`config.mk`:
```
export PLATFORM = sky130hd
export DESIGN_NAME = adder_arbiter
export DESIGN_NICKNAME = d
export VERILOG_FILES = /design/src/rtl/adder_arbiter_pkg.sv /design/src/rtl/adder_arbiter_adder.sv /design/src/rtl/adder_arbiter.sv
export SDC_FILE = /design/constraint.sdc
export NUM_CORES = 1
export LEC_CHECK = 0
export CAP_MARGIN = 40
export CORE_ASPECT_RATIO = 1.5
export CORE_MARGIN = 5
export CORE_UTILIZATION = 41
export DETAILED_ROUTE_END_ITERATION = 8
export HOLD_SLACK_MARGIN = 0.05
export PLACE_DENSITY_LB_ADDON = 0.2
export SLEW_MARGIN = 10
export SYNTH_ARGS = -nofsm -noshare
export SYNTH_HDL_FRONTEND = slang
export SYNTH_SLANG_ARGS = --single-unit
```
`constraint.sdc`:
```
create_clock -name i_clk -period 5.45 [get_ports i_clk]
set_input_delay 1.635 -clock i_clk [delete_from_list [all_inputs] [get_ports i_clk]]
set_output_delay 1.635 -clock i_clk [all_outputs]
set_load 0.01 [all_outputs]
```
`src/rtl/adder_arbiter_pkg.sv`:
```
// adder_arbiter_pkg: shared constants and the round-robin pick for adder_arbiter.
package adder_arbiter_pkg;
  localparam int RSP_DEPTH = 2;
  localparam int ADD_LATENCY = 1;
  // First asserted valid at or after ptr, wrapping over n requesters (n <= 16).
  function automatic logic [15:0] rr_pick(input logic [15:0] valid, input logic [3:0] ptr, input logic [4:0] n);
    logic [4:0] j;
    rr_pick = '0;
    for (int i = 15; i >= 0; i--) begin
      j = {1'b0, ptr} + 5'(i);
      if (j >= n) j = j - n;
      if (5'(i) < n && valid[j[3:0]]) rr_pick = 16'(1) << j;
    end
  endfunction
endpackage

```
`src/rtl/adder_arbiter_adder.sv`:
```
// adder: registered WIDTH-bit adder with carry-out.
module adder #(
  parameter int WIDTH = 32
) (
  input  logic             i_clk,
  input  logic             i_rst,
  input  logic [WIDTH-1:0] i_a,
  input  logic [WIDTH-1:0] i_b,
  output logic [WIDTH-1:0] o_sum,
  output logic             o_overflow
);
  always_ff @(posedge i_clk or posedge i_rst)
    if (i_rst) {o_overflow, o_sum} <= '0;
    else {o_overflow, o_sum} <= {1'b0, i_a} + {1'b0, i_b};
endmodule

```
`src/rtl/adder_arbiter.sv`:
```
// adder_arbiter: round-robin sharing of one registered adder among requesters,
// results returned in accept order through a 2-entry tagged response FIFO.
module adder_arbiter
  import adder_arbiter_pkg::*;
#(
  parameter int WIDTH = 32,
  parameter int REQUESTERS = 4,
  localparam int ID_W = (REQUESTERS > 2) ? $clog2(REQUESTERS) : 1
) (
  input  logic                                i_clk,
  input  logic                                i_rst,
  input  logic [REQUESTERS-1:0]               i_req_valid,
  output logic [REQUESTERS-1:0]               o_req_ready,
  input  logic [REQUESTERS-1:0][WIDTH-1:0]    i_req_a,
  input  logic [REQUESTERS-1:0][WIDTH-1:0]    i_req_b,
  output logic                                o_rsp_valid,
  input  logic                                i_rsp_ready,
  output logic [ID_W-1:0]                     o_rsp_id,
  output logic [WIDTH-1:0]                    o_rsp_sum,
  output logic                                o_rsp_overflow
);
  logic [ID_W-1:0] r_ptr;
  logic r_inflight_valid;
  logic [ID_W-1:0] r_inflight_id;
  logic [1:0][ID_W-1:0] r_fifo_id;
  logic [1:0][WIDTH-1:0] r_fifo_sum;
  logic [1:0] r_fifo_ovf;
  logic r_rd, r_wr;
  logic [1:0] r_count;
  logic [15:0] w_pick;
  logic [1:0] w_credits;
  logic w_pop, w_allow, w_accept, w_ovf;
  logic [ID_W-1:0] w_win_id;
  logic [WIDTH-1:0] w_a, w_b, w_sum;
  assign w_pick = rr_pick(16'(i_req_valid), 4'(r_ptr), 5'(REQUESTERS));
  assign w_pop = o_rsp_valid && i_rsp_ready;
  assign w_credits = 2'(r_inflight_valid) + r_count;
  // A pop in the same cycle frees a slot for this cycle's accept.
  assign w_allow = int'(w_credits) < RSP_DEPTH || w_pop;
  assign o_req_ready = (w_allow && !i_rst) ? w_pick[REQUESTERS-1:0] : '0;
  assign w_accept = |o_req_ready;
  always_comb begin
    w_win_id = '0;
    w_a = '0;
    w_b = '0;
    for (int k = 0; k < REQUESTERS; k++) begin
      if (w_pick[k]) w_win_id = ID_W'(k);
      if (o_req_ready[k]) begin
        w_a = i_req_a[k];
        w_b = i_req_b[k];
      end
    end
  end
  adder #(.WIDTH(WIDTH)) u_adder (
    .i_clk(i_clk),
    .i_rst(i_rst),
    .i_a(w_a),
    .i_b(w_b),
    .o_sum(w_sum),
    .o_overflow(w_ovf)
  );
  always_ff @(posedge i_clk or posedge i_rst)
    if (i_rst) begin
      r_ptr <= '0;
      r_inflight_valid <= 1'b0;
      r_inflight_id <= '0;
      r_fifo_id <= '0;
      r_fifo_sum <= '0;
      r_fifo_ovf <= '0;
      r_rd <= 1'b0;
      r_wr <= 1'b0;
      r_count <= '0;
    end else begin
      r_inflight_valid <= w_accept;
      r_inflight_id <= w_win_id;
      if (w_accept) r_ptr <= (w_win_id == ID_W'(REQUESTERS - 1)) ? '0 : w_win_id + 1'b1;
      if (r_inflight_valid) begin
        r_fifo_id[r_wr] <= r_inflight_id;
        r_fifo_sum[r_wr] <= w_sum;
        r_fifo_ovf[r_wr] <= w_ovf;
        r_wr <= ~r_wr;
      end
      if (w_pop) r_rd <= ~r_rd;
      r_count <= r_count + 2'(r_inflight_valid) - 2'(w_pop);
    end
  assign o_rsp_valid = r_count != 2'd0;
  assign o_rsp_id = r_fifo_id[r_rd];
  assign o_rsp_sum = r_fifo_sum[r_rd];
  assign o_rsp_overflow = r_fifo_ovf[r_rd];
endmodule

```
Word level (Yosys, flattened, before mapping)
Index checks and enable logic that the tools add are counted.

Register bits: 112. Output and inout port bits: 40.

Equal/unequal tests: 1. Add/sub/neg operators: 11. Multiplexer cells: 44. Shifts and indexed selects: 4. $lt $le $gt $ge: 12. Reduce and logical (&&, ||, !) cells: 7. Bitwise gates (word level): 2.

Operators with widths (number): $mux W32 (11); $bwmux W64 (1); $add A32 B32 Y33 (1); $demux W32 S1 (1); $lt A4 B5 Y1 const B (4); $mux W4 (5); $mux W5 (4); $shl A1 B5 Y4 const A (4); $bmux W1 S4 (4); $mux W2 (6); $sub A3 B3 Y4 const B (3); $ge A3 B3 Y1 const B (3); $mux W1 (8); $add A2 B2 Y3 const B (2); $bwmux W4 (1); $lt A1 B2 Y1 const B (2); $reduce_or A4 Y1 (1); $sub A2 B3 Y4 const B (1); $add A2 B1 Y3 const B (1); $ge A2 B3 Y1 const B (1); $logic_and A1 B1 Y1 (3); $add A2 B1 Y2 (1); $add A2 B1 Y2 const B (1); $bwmux W2 (1); other kinds (10) (11).

Depth between registers and ports, before layout
Word-level depth: 15. Gate-level depth with buffers: 23. Mapped depth without buffers: 20.

Cells and area by module
From an unflattened synthesis, not the netlist that was laid out.

Cell total of the unflattened synthesis: 949. Area, all modules: 8653.3 µm².

Modules (own cells, without submodules): adder_arbiter (times used 1, cells an instance 643, area an instance 5896.9 µm²); adder (times used 1, cells an instance 306, area an instance 2756.4 µm²).

Worst setup path before layout
No wires, ideal clock.

Path kind: input -> register. From: input port i_req_valid[0]. To: register u_adder.o_sum[29]. Path buffers: 2. Data arrival time: 5.598 ns. Required time: 5.381 ns. Stages on the path: 19. Setup slack: -0.217 ns. Cells stage by stage: mux4_2 -> a21boi_1 -> nand4_1 -> o211ai_1 -> o21ai_1 -> nor2b_1 -> buf_2 -> buf_2 -> a221oi_1 -> a21oi_1 -> ha_1 -> nand4_2 -> or3_1 -> o211a_1 -> a311o_1 -> a21oi_2 -> nor4_1 -> or4b_1 -> nand3_1.

Cells in the longest elaborated chain, start to end: 12. Elaborated cells on any way between the ends: 22. Those cells by class: 1 x add/sub; 21 x mux.

RTL lines: start, declared (RTL line adder_arbiter.sv:12) `input logic [REQUESTERS-1:0] i_req_valid,`; $bmux W1 S4 (RTL line adder_arbiter_pkg.sv:12) `if (5'(i) < n && valid[j[3:0]]) rr_pick = 16'(1) << j;`; $mux W1 (implied by the code) (RTL line adder_arbiter_pkg.sv:12); $mux W4 (3 in series) (RTL line adder_arbiter_pkg.sv:12); $mux W4 * (RTL line adder_arbiter_pkg.sv:12); $mux W4 * (RTL line adder_arbiter.sv:40) `assign o_req_ready = (w_allow && !i_rst) ? w_pick[REQUESTERS-1:0] : '0;`; $mux W32 (4 in series) (RTL line adder_arbiter.sv:48) `if (o_req_ready[k]) begin`; $add A32 B32 Y33 * (RTL line adder_arbiter_adder.sv:14) `else {o_overflow, o_sum} <= {1'b0, i_a} + {1'b0, i_b};`; end signal, assigned (RTL line adder_arbiter_adder.sv:14); end, declared (RTL line adder_arbiter_adder.sv:9) `output logic [WIDTH-1:0] o_sum,`.

Every way passes the cells marked *; elsewhere a longest branch is shown, timed or not. The select of a mux whose other input is x is not followed. A chain may end at the register's enable or synchronous reset.

Final worst setup path
From: input port i_req_valid[2]. To: register u_adder.o_sum[29].

The elaborated chain is that of the path after synthesis.

==> out/qor.csv <==
metric;value;unit
outcome;finished with violations;
failed_checks;setup timing;
min_path_type;flip-flop to flip-flop;
power_frac_seq;0.133;
postLayoutCoreUtil;0.7119;
vias;8404;
grtUsageTotal;0.2652;
overflow;0;
dieWidth;123.1;um
timing.fmax;176.9;MHz
syn_area_per_cell;9.468;um^2
detail_route.vias_per_cell;5.555;
synthTopCellsByArea;dfrtp_1, mux2_2, a221oi_1;
cts_tree;done;
remaining_drc_errors;0;
fin_hold_ws;503.5;ps
ys_seq_elements;112;
worstPathArrival;5940;ps
ys.flop_type;dfrtp_1;
slew_violations;0;
grt_max_degree;64;
numCtsBuffers;9;
fin_cells;1513;
drt_first_pass_iters;5;
syn_to_final_growth;71.98;%
coreArea;19010;um^2
syn_inst;831;
critPathRequiredTime;5740;ps
hold_viol;0;
maxSlewHeadroom;0.4920;
powerDensity;864.6;nW/um^2
cts_sinks;112;
path_max_fanout;8;
h-tree-depth;3;
ios;303;
layout-drive-gt1-share;0.3256;
p_int;0.006566;W
num_rows;62;
synth_top_area_share;0.3562;
cap_violations;0;
die_h;179.7;um
insertion_delay;350;ps
hpwl;23900;um
power_frac_comb;0.809;
antenna_found_initial;2;
pwr-share-clk;0.058;
ys_async_sr_fraction;1.000;
rsz0062_at_grt;true;
peakVddDrop;0.4134;mV
portBuffers;302;
rrSetupSlack;370;ps
layout_commonest_cell;clkdlybuf4s50_1;
crit_type;input pin to flip-flop;
end_kind;flip-flop;
syn-cell-area;7868;um^2
dr.first_iter.drc_count;456;
clockBufferDepth;2;
finClkSkew;7.860;ps
yosys.area.top_type;dfrtp_1;
gp_congestion;0.9577;
period_minus_slack;5653;ps
die-area;22120;um^2
first_global_vias;8583;
dp.cells;1476;
syn_nets;1137;
wirelength;30790;um
cts.clk_slew.worst_paths;80;ps
fin_ws;-202.6;ps
period_share;1.037;
fin_nets;1557;
startpoint_type;input pin;
p_sw;0.005132;W
synth-edff-count;0;
leakagePower;5.664;nW
yosysSeqAreaShare;0.3562;
worstMarginPinSlew;762.0;ps
postRouteAntennaNets;0;
synth.distinct_cells;59;
pre_cts_ws;-914.2;ps
setup_viol;7;
grt_first_pass_wirelength;46260;um
yosys_warnings;0;
root_buffer;clkbuf_16;
final_cell_mix;clkdlybuf4s50_1, buf_4, dfrtp_1;
initial_core_util;0.4140;
wl_per_cell;20.35;um
p_sw_frac;0.4387;
## per-stage QoR
stage	cell area (um^2)	TNS, ps	power [W]
floorplan	8045	-65.33	0.006266
global placement	12280	-17280	0.009666
detailed placement	12300	-19250	0.009773
CTS	12840	-277.4	0.01072
global route	13530	-2919	0.01257
finish	13530	-661.6	0.01170
## what timing repair did
| action | 4_1_cts | 5_1_grt |
|---|---|---|
| cloned | 2 | 1 |
| gates resized for setup | 59 | 103 |
| endpoints found under the setup margin | 27 | 21 |
| pin swaps | 18 | 41 |
| buffers inserted | 5 | 13 |
| hold buffers | 0 | 0 |
## power groups by stage
stage / combinational (W) / sequential [W] / clock [W]
2_1_floorplan: 0.00479 / 0.00147 / 0
3_3_place_gp: 0.00812 / 0.00154 / 0
3_5_place_dp: 0.00820 / 0.00157 / 0
4_1_cts: 0.00847 / 0.00156 / 0.000687
5_1_grt: 0.0102 / 0.00161 / 0.000721
6_report: 0.00947 / 0.00156 / 0.000676
## per-layer routing
layer / wire (um) / track usage / vias to the layer above
met5: 7 / 0 / -
li1: - / - / 3973
met3: 1584 / 0.03522 / 58
met4: 952 / 0.08204 / 2
met1: 11820 / 0.3238 / 4067
met2: 16430 / 0.4771 / 304
## worst paths after layout
path | depth (start not counted) | to | from
setup reg to reg | 22 | u_adder.o_sum[29] | r_ptr[1]
min in group asynchronous | 2 | r_rd | i_rst
hold reg to reg | 1 | r_fifo_ovf[1] | r_fifo_ovf[1]
setup / recovery | 21 | u_adder.o_sum[29] | i_req_valid[2]
hold / removal | 1 | r_fifo_ovf[1] | r_fifo_ovf[1]
max in group asynchronous | 3 | u_adder.o_sum[26] | i_rst
## registers in the layout, summed over array words and instances (netlist names)
| register | flops |
|---|---|
| r_fifo_ovf | 2 |
| r_count | 2 |
| r_fifo_sum | 64 |
| r_ptr | 2 |
| u_adder.o_overflow | 1 |
| r_rd | 1 |
| r_wr | 1 |
| r_fifo_id | 4 |
| u_adder.o_sum | 32 |
| r_inflight_id | 2 |
| r_inflight_valid | 1 |
## worst max-delay path: stages
cell,delay [ps]
buf_8,100
mux4_2,510
buf_6,150
mux2i_1,130
o211ai_1,100
o21ai_1,190
buf_4,160
nor2b_4,50
buf_6,130
buf_12,150
a221oi_2,260
a21oi_1,70
ha_1,360
nand4_2,110
or3_4,340
o211a_1,260
a311o_1,350
a21oi_4,210
nor4_4,70
or4b_1,520
nand3_1,80
## logic make-up (layout without fill, tap and decap cells)
family | after synthesis | count (layout) | share of synthesized area
XOR/XNOR | 29 | 29 | 0.03228
AND/OR/NAND/NOR | 150 | 150 | 0.08683
flip-flops | 112 | 112 | 0.3562
multiplexers | 112 | 112 | 0.1643
AO/OA/AOI/OAI | 306 | 306 | 0.2494
adder cells (fa/ha/maj) | 43 | 43 | 0.06934
buffers and inverters | 79 | 504 | 0.04167
other | 0 | 1 | 0
## cell usage after synthesis, types with 3 or more instances
cell type  instances
a211oi_1           7
o21ai_0           57
nand3_1            9
o21bai_1           4
nor2b_1            4
a31oi_1            3
mux2_2           107
a21oi_1           95
xor2_1             8
nand2_1           88
mux4_2             3
buf_2             25
nand4_1            4
nor2_1            15
clkbuf_1          29
ha_1              42
a21o_1            11
and2_1             3
nor3_1             7
xnor2_1           21
a221oi_1          68
and3_1             3
dfrtp_1          112
inv_1             20
o21ai_1           26
or3_1              4
o211ai_1           3
buf_1              3
o21a_1             7
o31ai_1            4
## final cells by class
| type | count | area, um^2 |
|---|---|---|
| clock inverters | 7 | 86.33 |
| flip-flops and latches | 112 | 2803 |
| multi-input cells | 640 | 5497 |
| clock buffers | 9 | 225.2 |
| inverters | 22 | 85.08 |
| diodes | 1 | 2.502 |
| fillers | 1424 | 5475 |
| repair buffers | 466 | 4512 |
| well taps | 256 | 320.3 |
No activity file was read; power rests on OpenSTA's default activity.
